==> src/rtl/bennett_phase_sequencer.sv <==
// rtl/bennett_phase_sequencer.sv - adiabatic phase-rail ramp sequencer (optional BENNETT_AUTORUN_EN)
module bennett_phase_sequencer #(
  parameter int WIDTH       = 17,
  parameter int STEP_CYCLES = 1,
  parameter int HOLD_CYCLES = 1
) (
  input  logic                         clk,
  input  logic                         reset,
  input  logic                         start,
  input  logic [$clog2(WIDTH+1)-1:0]   depth,
  input  logic                         stall,
  output logic                         ready,
  output logic                         busy,
  output logic                         instFlag,
  output logic [$clog2(WIDTH)-1:0]     phase_idx,
  output logic [WIDTH-1:0]             clkp,
  output logic [WIDTH-1:0]             clkn
);

  localparam int DW   = $clog2(WIDTH + 1);
  localparam int IW   = $clog2(WIDTH);
  localparam int CMAX = (STEP_CYCLES > HOLD_CYCLES) ? STEP_CYCLES : HOLD_CYCLES;
  localparam int CW   = (CMAX < 2) ? 1 : $clog2(CMAX);

  typedef enum logic [2:0] {
    S_IDLE,
    S_RISE,
    S_HOLD,
    S_FALL,
    S_DONE
  } state_t;

  state_t           state;
  logic [DW-1:0]    depth_q;
  logic [CW-1:0]    cnt;

  logic             go;
  logic [DW-1:0]    depth_clamped;
  logic [DW-1:0]    top_idx;
  logic             at_top;
  logic             at_bottom;
  logic             step_last;
  logic             hold_last;
  logic [WIDTH-1:0] idx_bit;

`ifdef BENNETT_AUTORUN_EN
  // Free-running mode: every idle cycle is an accept; start is deliberately unused.
  logic unused_start;
  assign unused_start = start;
  assign go = 1'b1;
`else
  assign go = start;
`endif

  // Zero or out-of-range depth selects the full rail set.
  assign depth_clamped = ((depth == '0) || (depth > DW'(WIDTH))) ? DW'(WIDTH) : depth;

  // Last active rail of the current cycle and the counter terminal conditions.
  assign top_idx   = depth_q - 1'b1;
  assign at_top    = (DW'(phase_idx) == top_idx);
  assign at_bottom = (phase_idx == '0);
  assign step_last = (cnt == CW'(STEP_CYCLES - 1));
  assign hold_last = (cnt == CW'(HOLD_CYCLES - 1));

  // One-hot select of the rail addressed by phase_idx.
  assign idx_bit = WIDTH'(1) << phase_idx;

  // Handshake flags are decoded straight from the state register.
  assign ready = (state == S_IDLE);
  assign busy  = (state != S_IDLE);

  // Sequencer FSM: ramps rails up, holds, ramps them down, flags completion.
  always_ff @(posedge clk or posedge reset) begin
    if (reset) begin
      state     <= S_IDLE;
      depth_q   <= '0;
      cnt       <= '0;
      phase_idx <= '0;
      clkp      <= '0;
      clkn      <= '1;
      instFlag  <= 1'b0;
    end else begin
      case (state)
        S_IDLE: begin
          if (go) begin
            depth_q   <= depth_clamped;
            phase_idx <= '0;
            cnt       <= '0;
            state     <= S_RISE;
          end
        end
        S_RISE: begin
          if (!stall) begin
            if (step_last) begin
              clkp <= clkp | idx_bit;
              clkn <= clkn & ~idx_bit;
              cnt  <= '0;
              if (at_top) begin
                state <= S_HOLD;
              end else begin
                phase_idx <= phase_idx + 1'b1;
              end
            end else begin
              cnt <= cnt + 1'b1;
            end
          end
        end
        S_HOLD: begin
          if (!stall) begin
            if (hold_last) begin
              cnt   <= '0;
              state <= S_FALL;
            end else begin
              cnt <= cnt + 1'b1;
            end
          end
        end
        S_FALL: begin
          if (!stall) begin
            if (step_last) begin
              clkp <= clkp & ~idx_bit;
              clkn <= clkn | idx_bit;
              cnt  <= '0;
              if (at_bottom) begin
                state    <= S_DONE;
                instFlag <= 1'b1;
              end else begin
                phase_idx <= phase_idx - 1'b1;
              end
            end else begin
              cnt <= cnt + 1'b1;
            end
          end
        end
        S_DONE: begin
          if (!stall) begin
            instFlag <= 1'b0;
            state    <= S_IDLE;
          end
        end
        default: begin
          state    <= S_IDLE;
          instFlag <= 1'b0;
        end
      endcase
    end
  end

endmodule
==> config.mk <==
export PLATFORM = sky130hd
export DESIGN_NAME = bennett_phase_sequencer
export DESIGN_NICKNAME = d
export VERILOG_FILES = /design/src/rtl/bennett_phase_sequencer.sv
export SDC_FILE = /design/constraint.sdc
export NUM_CORES = 1
export LEC_CHECK = 0
export ABC_AREA = 1
export BUFFER_PORTS_ARGS = -buffer_cell sky130_fd_sc_hd__buf_2
export CAP_MARGIN = 20
export CELL_PAD_IN_SITES_DETAIL_PLACEMENT = 1
export CELL_PAD_IN_SITES_GLOBAL_PLACEMENT = 2
export CORE_MARGIN = 2
export CORE_UTILIZATION = 33
export DETAILED_ROUTE_END_ITERATION = 10
export GPL_TIMING_DRIVEN = 1
export PLACE_DENSITY = 0.94
export SYNTH_ARGS = -nofsm -noshare
export SYNTH_HDL_FRONTEND = slang
export SYNTH_SLANG_ARGS = --single-unit
==> constraint.sdc <==
create_clock -name clk -period 2.9 [get_ports clk]
set_input_delay 0.145 -clock clk [delete_from_list [all_inputs] [get_ports clk]]
set_output_delay 0.145 -clock clk [all_outputs]
set_load 0.01 [all_outputs]
# Yosys cells after proc, flatten, opt, wreduce, memory -nomap -nowiden
# Cells that the tools add are included.
# totals
regBits	49
elab_cells	92
# op_classes
add_sub_neg	4
magnitude_cmp	1
eq_ne	18
shifts	1
mux	39
n_bitwise	6
n_reduce_logical	16
# ops
cell	n
17-bit two-way mux	8
17-bit one-hot mux with 2 select lines	2
5-bit two-way mux	8
17-bit bitwise AND	2
17-bit bitwise OR	2
3-bit two-way mux	10
2-bit inequality test (second input constant)	13
17-bit inverter	1
1-bit by 5-bit left shift with 17-bit output (first input constant)	1
3-bit one-hot mux with 5 select lines	1
5-bit one-hot mux with 3 select lines	1
5-bit logical NOT	2
10-bit AND reduction	1
5-bit AND reduction	2
5-bit by 1-bit subtractor with 5-bit output (second input constant)	2
8-bit AND reduction	1
1-bit two-way mux	7
3-bit by 2-bit == test with 1-bit output (second input constant)	2
3-bit nonzero test	2
3-bit OR reduction	2
5-bit by 1-bit adder with 5-bit output (second input constant)	1
5-bit == test	1
5-bit > comparator (second input constant)	1
2-bit nonzero test	2
other kinds (10)	10

# Logic depth before layout (Yosys ltp)
# Gate-level depths: netlist of the first run.
# logic_depth
ltp_word	6
depth_mapped	13
mapped_depth_nobuf	13

# Worst setup path before layout of the first run
# No wires, ideal clock.
# synth_path
kind	reg-to-reg
startpoint	reg state[2]
endpoint	reg phase_idx[4]
arrival_time_ns	1.724
setup_slack_ns	1.059
path_stages_with_launch	14
path_buffers	1
synth_period_minus_slack_ns	1.841
cell_sequence	dfrtp_1 inv_2 nand2_2 nor2_4 buf_2 ha_1 nand2_1 nand2_1 nor2_1 nand3_1 nand2_1 nor2_1 nand3_1 nand2_1
# synth_between
elab_chain_len	3
elab_cells_between_ends	13
classes_between	eq/ne (9); mux (1); reduce/logical (3)
# synth_rtl
item	line_no	source
start: declaration	33	state_t state;
start signal: assignment	75	state <= S_IDLE;
start signal: assignment	89	state <= S_RISE;
start signal: assignment	99	state <= S_HOLD;
3-bit by 2-bit == test with 1-bit output, or another cell as far along	83	case (state)
2-bit inequality test (no line) / 3-bit nonzero test (equally long branches)	-	
8-bit AND reduction (no line)	-	
end signal: assignment	101	phase_idx <= phase_idx + 1'b1;
end signal: assignment	128	phase_idx <= phase_idx - 1'b1;
end: declaration	15	output logic [$clog2(WIDTH)-1:0] phase_idx,
# Parallel ways exist; a longest one is shown, timed or not.
# A chain may end at the register's enable or synchronous reset.

# Worst setup path after layout of the first run
# layout_path
startpoint	reg state[1]
endpoint	reg phase_idx[4]
# Same word-level chain as after synthesis.

==> flow_summary.ini, run 1 <==
[status]
run_status = finished, final reports clean

[final_layout]
regArea_sq_um = 1220
n_antenna_cell = 0
final_net_count = 387
drive_gt1_share_pct = 24.9
nFillCells = 930
postLayoutCoreUtil_pct = 40.5
syn_to_final_growth_pct = 19.3
multi_input_comb_area_sq_um = 1050

[pwr]
p_per_area_nw_per_um2 = 947
power_mw = 2.78
p_leak_nw = 1.55
vdd_drop_max_v = 0.000433

[detailed_routing]
drc = 0
dr.pass1.iters = 4
viasPerCell = 4.63
ant_nets = 0
drt_wl_total_microns = 5940
drtIter0Drc = 62
wl_per_cell_microns = 12.5
vias = 2190

[timing]
worstMarginPinSlew_ns = 0.501
skew_ns = 0.00622
hold_viol_final = 0
slew_viol_final = 0
setup_slack_ns = 0.737
finalSetupViolCount = 0
rsz0062_at_grt = no
finalSetupTns_ns = 0
finalCritPeriodShare_pct = 74.6
slew_headroom_pct = 66.5
fin_crit_ns = 2.16
max_freq_mhz = 462

[clock_tree]
clock_sinks = 48
cts_tree = built
post_cts_buffers = 0
cts_hold_buf = 0
clk_latency_ns = 0.30
ctsRootBufferMaster = clkbuf_8
clockBufferDepth = 2
cts_resized = 0
cts.reportedPaths.clkPinSlew_ns = 0.09
h-tree-depth = 2
cts_buffers = 5

[run]
maxCapViolCount = 0

[placed_design]
hpwl_microns = 4510
io_buffers = 50
place.gp.congestion = 0.857
post-place-ws_ns = 0.719

[min_path]
holdPathEnd = depth_q[3]$_DFFE_PP0P_
hold_start = depth[3]
whs_path_depth = 3
hold_path_class = in -> reg

[floorplan]
initial_utilization_pct = 33.9
die-width_microns = 90.4
die_y_microns = 90.4
core_sq_um = 7250
core.rowCount = 31
die-area_sq_um = 8170
io_pins = 51

[setup_path]
worstReg2RegStart = state[1]$_DFFE_PP0P_
rr_worst_depth = 11
r2r_slack_ns = 0.74
reg2reg_to = phase_idx[4]$_DFFE_PP0P_
crit_fanout = 20
startpoint_type = flip-flop
crit_required_ns = 3.09
crit_type = reg -> reg
arrival_ns = 2.36
crit_path_end_kind = flip-flop

[grt]
grt_pass1_vias = 2194
grt_max_degree = 49
grt_usage_pct = 15.5
grt_first_pass_wirelength_microns = 10300
antenna_found_initial = 0
grt-ovfl-total = 0

[synth]
synth_top_area_share_pct = 31.5
synth_top_family_by_area = simple AND/OR/NAND/NOR gates
syn_area_sq_um = 2460
synth_fa_ha_area_share_pct = 2.85
async_reset_ff_share_pct = 100
netlist_top_cells_area = dfrtp_1, dfstp_2, nand2_1
yosysTopAreaCell = dfrtp_1
synth-edff-count = 0
synth_cell_types = 27
ys_seq_elements = 48
synth-simple-area-share_pct = 28.3
synth-compound-area-share_pct = 10.5
syn_inst = 319
avgSynthCellArea_sq_um = 7.72
synth.most_common_cell = nand2_1
ys.flop_type = dfrtp_1
syn-num-nets = 333
synthMuxAreaShare_pct = 0.864
ys_seq_area_share_pct = 49.6
synth_xor_area_share_pct = 0
yosys_warnings = 0
ys_top_cells_by_count = nand2_1, inv_1, nor2_1, dfrtp_1, o21ai_0
==> how the worst max path moves through the flow <==
stage,startpoint,end,slack [ns]
6_report,state[1]$_DFFE_PP0P_,phase_idx[4]$_DFFE_PP0P_,0.74
3_3_place_gp,state[1]$_DFFE_PP0P_,phase_idx[4]$_DFFE_PP0P_,0.83
4_1_cts,state[1]$_DFFE_PP0P_,phase_idx[4]$_DFFE_PP0P_,0.68
3_5_place_dp,state[1]$_DFFE_PP0P_,phase_idx[4]$_DFFE_PP0P_,0.72
5_1_grt,state[1]$_DFFE_PP0P_,phase_idx[4]$_DFFE_PP0P_,0.50
2_1_floorplan,state[2]$_DFFE_PP0P_,phase_idx[4]$_DFFE_PP0P_,1.06
==> report_power, final <==
part | switching, mW | internal [mW] | total (mW) | leakage, nW
clock | 0.224 | 0.193 | 0.417 | 0.0434
combinational | 0.837 | 0.445 | 1.28 | 0.934
sequential | 0.184 | 0.898 | 1.08 | 0.575
total | 1.25 | 1.54 | 2.78 | 1.55
==> worst max-delay path, stage by stage, from the launching register on <==
cell	delay [ns]
dfrtp_1	0.53
inv_1	0.14
nor2_4	0.44
ha_1	0.37
nand2_1	0.08
nand2_1	0.04
nor2_1	0.15
nand3_1	0.09
nand2_1	0.06
nor2_1	0.04
nand3_1	0.07
nand2_1	0.06
==> cells by family after synthesis <==
group                      count (synthesis)
AOI/OAI and AO/OA                         48
adders and majority gates                  5
buffers and inverters                     49
DFF                                       48
muxes                                      2
and+or+nand+nor                          167
==> cell type report <==
type,instances,area share [%]
timing repair buffer,52,9.54
tap,99,4.22
clock inverter,2,0.511
inverter,44,5.62
sequential,48,41.6
multi-input combinational,222,35.7
clock buffer,6,2.81
==> stage by stage <==
| step | area (sq um) | std cells | hold WS (ns) |
|---|---|---|---|
| after floorplan | 2460 | 319 | 0.266 |
| after global placement | 2810 | 463 | 0.379 |
| final | 2940 | 473 | 0.0762 |
| after detailed placement | 2810 | 463 | 0.381 |
| after CTS | 2910 | 471 | 0.0650 |
| after global routing | 2940 | 473 | 0.0838 |
==> placed cells by master, fill, tap and decap left out <==
master         instances
fa_1                   1
o21a_1                 2
ha_1                   4
dfrtp_1               31
clkbuf_8               6
a21oi_1                7
mux2i_1                1
a22oi_1                2
inv_1                 37
o211ai_1               1
nor3_2                 2
nand2_2                3
buf_2                 50
nor2_2                 2
mux2_2                 1
o21ai_0               28
o21ai_1                4
nand3_2                1
dfstp_2               17
clkinvlp_4             2
o21bai_1               1
a31oi_1                3
dlygate4sd3_1          1
nand2_1               96
nand3_1               16
nor2_1                37
inv_2                  7
nor2_4                 1
buf_12                 1
nor3_1                 9
==> routing by layer <==
metal | global-route usage [%] | share of wire [%] | wire length (microns) | vias to the layer above
met3 | 3.59 | 3.3 | 198 | 4
met4 | 3.46 | 0.91 | 54 | 0
met2 | 26.8 | 46 | 2740 | 38
li1 | - | - | - | 1115
met5 | 0 | 0 | 0 | -
met1 | 19.7 | 50 | 2940 | 1033
(Power assumes the default switching activity.)
==> run 2, diff against run 1 <==
- CORE_UTILIZATION: 33 -> 31
- PLACE_DENSITY: 0.94 -> 0.89
- clock period: 2.9 -> 2.25 ns (I/O delays scaled with it)
==> run 2 against run 1 <==
  * The flow now finishes with violations (hold timing)
  * Clock-buffer cell count grew 1
  * Cell count up 1.3%
  * Fmax grew 9.1%
  * Register-to-register slack worse by 0.47 ns
  * Sequential cell count stayed put
  * Critical endpoint unchanged
  * Highest routed layer unchanged
==> flow_summary.ini, run 2 (synthesis gave the netlist of run 1 again) <==
[status]
run_status = finished with violations
violations = hold timing

[final_layout]
postLayoutCoreUtil_pct = 37.9
syn_to_final_growth_pct = 19.1
final_cell_mix = nand2_1, buf_2, inv_1, nor2_1, dfrtp_1
drive_gt1_share_pct = 25.2
final_net_count = 390
nFillCells = 985
layout_commonest_cell = nand2_1
final_area_sq_um = 2930
n_antenna_cell = 0
stdcell_count = 479

[setup_path]
crit_path_end_kind = flip-flop
cp.buffers_inverters = 2
worstReg2RegStart = state[2]$_DFFE_PP0P_
startpoint_type = flip-flop
path_common_cell = nor2_1
crit_chain = inv_2 > nand2_2 > inv_2 > nand2_2 > fa_1 > nor2_1 > nor2_1 > nand3_1 > nand2_1 > nor2_1 > nand3_1 > nand2_1
crit_required_ns = 2.49
crit_type = reg -> reg
arrival_ns = 2.22
crit_fanout = 10
critPathLaunch = state[2]$_DFFE_PP0P_
crit_path_max_incr_delay_ns = 0.45
critPathTopFamily = simple AND/OR/NAND/NOR gates
slowest_stage = fa_1

[timing]
whs_ns = -0.0362
fin_crit_ns = 1.98
finalSetupTns_ns = 0
rsz0062_at_grt = no
finalSetupViolCount = 0
slew_headroom_pct = 58.2
skew_ns = 0.00703
finalCritPeriodShare_pct = 88.1
slew_viol_final = 0
setup_slack_ns = 0.268
max_freq_mhz = 504
hold_viol_final = 31
worstMarginPinSlew_ns = 0.627

[floorplan]
die_y_microns = 93.1
io_pins = 51
core_sq_um = 7730
core.rowCount = 32
die-area_sq_um = 8670
initial_utilization_pct = 31.9
die-width_microns = 93.1

[placed_design]
place.gp.congestion = 0.807
place_inst = 471
io_buffers = 50
dpl_cell_area_sq_um = 2850
post-place-ws_ns = 0.272
hpwl_microns = 4850

[detailed_routing]
drtIter0Drc = 39
vias = 2254
drt_wl_total_microns = 6200
wl_per_cell_microns = 12.9
viasPerCell = 4.71
dr.pass1.iters = 4
ant_nets = 0
drc = 0

[grt]
grt_first_pass_wirelength_microns = 10800
grt_max_degree = 49
antenna_found_initial = 0
grt-ovfl-total = 0
grt_pass1_vias = 2323
grt_usage_pct = 15.3

[clock_tree]
clock_sinks = 48
post_cts_buffers = 0
cts.reportedPaths.clkPinSlew_ns = 0.09
cts_hold_buf = 0
cts_resized = 0
clk_latency_ns = 0.30
ctsRootBufferMaster = clkbuf_8
cts_tree = built
clockBufferDepth = 2
h-tree-depth = 2
cts_buffers = 5

[min_path]
hold_path_class = in -> async

[pwr]
p_per_area_nw_per_um2 = 1220
p_leak_nw = 1.56
vdd_drop_max_v = 0.000542
power_mw = 3.58

[run]
maxCapViolCount = 0
==> run 2: changes by cell type in the layout (fill, tap and decap cells not counted), sizes merged <==
| cell | previous run | this run |
|---|---|---|
| clkinv | 0 | 1 |
| clkinvlp | 2 | 0 |
| buf | 51 | 55 |
| clkbuf | 6 | 7 |
| dlygate4sd3 | 1 | 0 |
==> run 2: cell type report <==
class	instances	area, sq um	share of cell area [%]
clock buffer	7	76.3	2.60
clock inverter	1	5.00	0.171
inverter	44	165	5.63
multi-input combinational	222	1050	35.7
sequential	48	1220	41.7
tap	102	128	4.35
timing repair buffer	55	288	9.82
==> run 2: where the power goes <==
| group | leakage, nW | internal, mW | switching [mW] |
|---|---|---|---|
| Sequential | 0.575 | 1.16 | 0.210 |
| Clock | 0.0422 | 0.219 | 0.286 |
| Combinational | 0.946 | 0.602 | 1.11 |
| Total | 1.56 | 1.98 | 1.61 |
==> run 2: worst register-to-register path, stage by stage, from the launching register on <==
cell     delay, ns
dfrtp_1       0.44
inv_2         0.08
nand2_2       0.13
inv_2         0.14
nand2_2       0.16
fa_1          0.45
nor2_1        0.12
nor2_1        0.06
nand3_1       0.07
nand2_1       0.05
nor2_1        0.08
nand3_1       0.07
nand2_1       0.08
==> run 2: per-layer routing <==
metal	routed length (microns)	global-route usage (%)
met2	2900	26.2
met1	3000	20.2
met4	42	2.57
met5	0	0
met3	251	3.38
==> run 2: worst paths after layout <==
kind                                            end  slack, ns  cells after the start
min in group clk             depth_q[3]$_DFFE_PP0P_       0.03                      3
setup reg to reg           phase_idx[4]$_DFFE_PP0P_       0.27                     12
hold / removal                            async pin      -0.04                      3
max in group asynchronous      state[1]$_DFFE_PP0P_       1.86                      3
hold reg to reg                           flip-flop       0.48                      2
setup / recovery           phase_idx[4]$_DFFE_PP0P_       0.27                     12
